==> config.mk <==
export PLATFORM = sky130hd
export DESIGN_NAME = seq_restoring_divider
export DESIGN_NICKNAME = d
export VERILOG_FILES = /design/src/rtl/seq_restoring_divider.sv
export SDC_FILE = /design/constraint.sdc
export NUM_CORES = 1
export LEC_CHECK = 0
export ABC_AREA = 1
export CAP_MARGIN = 20
export CORE_MARGIN = 2
export CORE_UTILIZATION = 35
export CTS_BUF_LIST = sky130_fd_sc_hd__clkbuf_2 sky130_fd_sc_hd__clkbuf_4 sky130_fd_sc_hd__clkbuf_8
export DETAILED_ROUTE_END_ITERATION = 16
export HOLD_SLACK_MARGIN = 0.1
export PLACE_DENSITY = 0.67
export SETUP_SLACK_MARGIN = 0.02
export SYNTH_ARGS = -nofsm -noshare
export SYNTH_HDL_FRONTEND = slang
export SYNTH_SLANG_ARGS = --single-unit
==> constraint.sdc <==
create_clock -name clk -period 3.5 [get_ports clk]
set_input_delay 1.05 -clock clk [delete_from_list [all_inputs] [get_ports clk]]
set_output_delay 1.05 -clock clk [all_outputs]
set_load 0.005 [all_outputs]
==> src/rtl/seq_restoring_divider.sv <==
// Multi-cycle unsigned restoring divider: one conditional subtract per clock,
// WIDTH iterations per division, start/busy/done handshake.
module seq_restoring_divider #(
   parameter int WIDTH = 8
) (
   input  logic             clk,
   input  logic             rst_n,
   input  logic             start,
   input  logic [WIDTH-1:0] dividend,
   input  logic [WIDTH-1:0] divisor,
   output logic             busy,
   output logic             done,
   output logic [WIDTH-1:0] quotient,
   output logic [WIDTH-1:0] remainder,
   output logic             div_by_zero
);

   localparam int CNT_W = $clog2(WIDTH + 1);
   localparam logic [0:0] S_IDLE = 1'b0;
   localparam logic [0:0] S_RUN  = 1'b1;
   localparam logic [CNT_W-1:0] LAST_ITER = CNT_W'(WIDTH - 1);

   logic [0:0]       r_state;
   logic [WIDTH-1:0] r_rem;
   logic [WIDTH-1:0] r_quo;
   logic [WIDTH-1:0] r_div;
   logic [CNT_W-1:0] r_cnt;
   logic             r_done;
   logic             r_dbz;
   logic [WIDTH-1:0] r_q_out;
   logic [WIDTH-1:0] r_r_out;

   logic [2*WIDTH-1:0] w_step;
   logic [WIDTH-1:0]   w_rem_nxt;
   logic [WIDTH-1:0]   w_quo_nxt;

   // One restoring iteration. The partial remainder stays below the divisor,
   // so the shifted value always fits in WIDTH+1 bits and a negative trial
   // leaves a shifted remainder that still fits in WIDTH bits.
   function automatic logic [2*WIDTH-1:0] restore_step(
      input logic [WIDTH-1:0] rem,
      input logic [WIDTH-1:0] quo,
      input logic [WIDTH-1:0] dvs
   );
      logic [WIDTH:0] shifted;
      logic [WIDTH:0] trial;
      shifted = {rem, quo[WIDTH-1]};
      trial   = shifted - {1'b0, dvs};
      if (!trial[WIDTH]) begin
         restore_step = {trial[WIDTH-1:0], quo[WIDTH-2:0], 1'b1};
      end else begin
         restore_step = {shifted[WIDTH-1:0], quo[WIDTH-2:0], 1'b0};
      end
   endfunction

   assign w_step    = restore_step(r_rem, r_quo, r_div);
   assign w_rem_nxt = w_step[2*WIDTH-1:WIDTH];
   assign w_quo_nxt = w_step[WIDTH-1:0];

   always_ff @(posedge clk) begin
      if (!rst_n) begin
         r_state <= S_IDLE;
         r_rem   <= '0;
         r_quo   <= '0;
         r_div   <= '0;
         r_cnt   <= '0;
         r_done  <= 1'b0;
         r_dbz   <= 1'b0;
         r_q_out <= '0;
         r_r_out <= '0;
      end else begin
         r_done <= 1'b0;
         if (r_state == S_IDLE) begin
            if (start) begin
               if (divisor != '0) begin
                  r_state <= S_RUN;
                  r_rem   <= '0;
                  r_quo   <= dividend;
                  r_div   <= divisor;
                  r_cnt   <= '0;
                  r_dbz   <= 1'b0;
               end else begin
                  // Divide-by-zero completes immediately without entering RUN.
                  r_done  <= 1'b1;
                  r_dbz   <= 1'b1;
                  r_q_out <= '1;
                  r_r_out <= dividend;
               end
            end
         end else begin
            r_rem <= w_rem_nxt;
            r_quo <= w_quo_nxt;
            r_cnt <= r_cnt + 1'b1;
            if (r_cnt == LAST_ITER) begin
               r_state <= S_IDLE;
               r_done  <= 1'b1;
               r_dbz   <= 1'b0;
               r_q_out <= w_quo_nxt;
               r_r_out <= w_rem_nxt;
            end
         end
      end
   end

   assign busy        = (r_state == S_RUN);
   assign done        = r_done;
   assign div_by_zero = r_dbz;
   assign quotient    = r_q_out;
   assign remainder   = r_r_out;

endmodule

==> flow_summary.yaml <==
synthesis:
  synthAdderAreaFrac: 0.0511
  ys_seq_area_frac: 0.363
  synth_top_area_frac: 0.363
  yosys.area.top_type: "dfxtp_1"
  synthMuxAreaShare: 0
  synthCells: 384
  yosys_warnings: 0
  synth_edf_count: 0
  synth.distinct_cells: 30
  synthSimpleGateAreaFrac: 0.311
  netlist_area_mm2: 0.00259
  async_flop_share: 0
  ys.flop_type: "dfxtp_1"
  synth_xor_xnor_area_share: 0.0101
  synth_compound_area_frac: 0.122
  syn_nets: 413
  syn_area_per_cell_um2: 6.76
  synth_top_family_by_area: "simple AND/OR/NAND/NOR gates"
  synth_seq_cells: 47
  ys_top_cells_by_area: "dfxtp_1, inv_1, nand2_1"
drt:
  vias_per_cell: 4.65
  first_iter_violations: 150
  post-route-drc-count: 0
  vias: 2412
  dr.pass1.iters: 4
  drt_wl_total_um: 6070
  ant_nets: 0
  routedWlPerCell_um: 11.7
worst_setup_path:
  start_kind: "flip-flop"
  path_class: "reg2out"
  cp.arrival_ns: 1.43
  path_cells: "clkdlybuf4s50_1"
  required_ns: 2.45
  path_max_fanout: 11
  crit_slowest_cell: "clkdlybuf4s50_1"
  worst_setup_path_end_kind: "output port"
  cpPeakStageDelay_ns: 0.58
  crit_buf_inv: 1
  critPathTopFamily: "buffers and inverters"
place:
  routabilityCongestion: 0.824
  hpwl_um: 4580
  io_buffers: 37
sta:
  slew_viol_final: 0
  timing.hold.ws_ns: 0.488
  finalCritPeriodShare: 0.708
  worst_slew_pin_slew_ns: 0.569
  period_needed_ns: 2.48
  fin_skew_ns: 0.00652
  slew_headroom: 0.618
  timing.fmax_mhz: 404
  finalSetupViolations: 0
  rsz0062_at_grt: "no"
  hold_violations: 0
  fin_tns_setup_ns: 0
clocking:
  postCtsSetupRepairBufs: 0
  cts_tree: "yes"
  cts_buffer_depth: 2
  hold_buffers: 0
  ctsResizeCount: 0
  cts_sinks: 47
  path_clk_slew_ns: 0.09
  cts-root-buf: "clkbuf_8"
  clk-insertion-delay-late_ns: 0.30
  numCtsBuffers: 5
  htreeDepth: 2
layout:
  final_common_cell: "inv_1"
  nets: 448
  diodes: 0
  areaGrowthSynthToFinish_pct: 22.3
  drive_gt1_frac: 0.0976
  mostFrequentLayoutCells: "inv_1, nand2_1, nor2_1"
  fillerInstances: 772
grt:
  gr-total-overflow: 0
  grt_pass1_vias: 2289
  grt_max_degree: 30
  grt_pass1_wl_um: 10400
  antenna_found_initial: 0
  grtUsageTotal: 0.155
floorplanning:
  ios: 38
  coreArea_mm2: 0.00721
  die-area_mm2: 0.00812
  die_h_um: 90.1
  rows: 31
  die_w_um: 90.1
  start_util: 0.360
run_status:
  status: "finished, final reports clean"
pwr:
  p_per_area_mw_per_mm2: 423
  power.leakage_nw: 1.63
  ir_worst_vdd_mv: 0.175
run:
  drv_cap: 0
worst_hold_path:
  hold_path_class: "reg2reg"
## through the flow
stage | worst slack [ns] | power [mW] | utilization | instance area, um^2 | std cells
after floorplan | 1.47 | 0.842 | - | 2590 | 384
after global placement | 0.767 | 0.919 | 0.423 | 3050 | 511
after detailed placement | 0.740 | 0.926 | 0.423 | 3050 | 511
after CTS | 1.01 | 1.35 | 0.440 | 3170 | 519
after global routing | 0.891 | 1.43 | 0.440 | 3170 | 519
final | 1.02 | 1.34 | 0.440 | 3170 | 519
## routing by layer
| metal | routed length (um) | part of all wire | vias up | track usage |
|---|---|---|---|---|
| li1 | - | - | 1264 | - |
| met1 | 2780 | 0.46 | 1093 | 0.196 |
| met2 | 2930 | 0.48 | 46 | 0.258 |
| met3 | 256 | 0.042 | 9 | 0.0369 |
| met4 | 102 | 0.017 | 0 | 0.0564 |
| met5 | 0 | 0 | - | 0 |
## sequential cells by signal, indices dropped and copies added (netlist names)
signal	cells
div_by_zero	1
r_cnt	4
remainder	8
r_rem	8
r_quo	8
done	1
busy	1
r_div	8
quotient	8
## final timing paths
path,from,endpoint,slack (ns),cells past startpoint
worst max-delay path,busy$_SDFF_PN0_,busy,1.02,1
worst min-delay path,quotient[4]$_SDFFE_PN0P_,quotient[4]$_SDFFE_PN0P_,0.49,2
worst max register to register,busy$_SDFF_PN0_,remainder[0]$_SDFFE_PN0P_,1.40,11
worst min register to register,quotient[4]$_SDFFE_PN0P_,quotient[4]$_SDFFE_PN0P_,0.49,2
## cells in the mapped netlist, types with 2 or more instances
cell / number
a21oi_1: 22
buf_2: 5
clkbuf_1: 6
dfxtp_1: 47
ha_1: 9
inv_1: 76
inv_2: 5
nand2_1: 59
nand2_2: 8
nand2_4: 2
nand3_1: 34
nand3_2: 9
nand4_1: 3
nor2_1: 49
nor2_2: 2
o211ai_1: 6
o21ai_0: 18
o21ai_1: 11
xor2_1: 2
## logic make-up (layout without fill, tap and decap cells)
kind of cell / count (synthesis) / after routing
AOI/OAI and AO/OA: 59 / 59
xor gates and xnor gates: 3 / 3
and+or+nand+nor: 170 / 170
buffers and inverters: 95 / 131
DFF: 47 / 47
adders and majority gates: 10 / 10
## cell type report
type | count | area (um^2) | area share
repair buffers | 41 | 400 | 0.126
clock inverters | 2 | 38.8 | 0.0122
inverters | 82 | 308 | 0.0970
multi-input cells | 242 | 1280 | 0.403
flip-flops and latches | 47 | 941 | 0.296
well taps | 99 | 124 | 0.0390
clock buffers | 6 | 82.6 | 0.0260
## where the power goes
group	switching, mW	internal, mW	total, mW
clock	0.192	0.235	0.428
combinational	0.207	0.122	0.329
sequential	0.0233	0.562	0.585
total	0.423	0.919	1.34
Power figures use the tool's default switching activity.
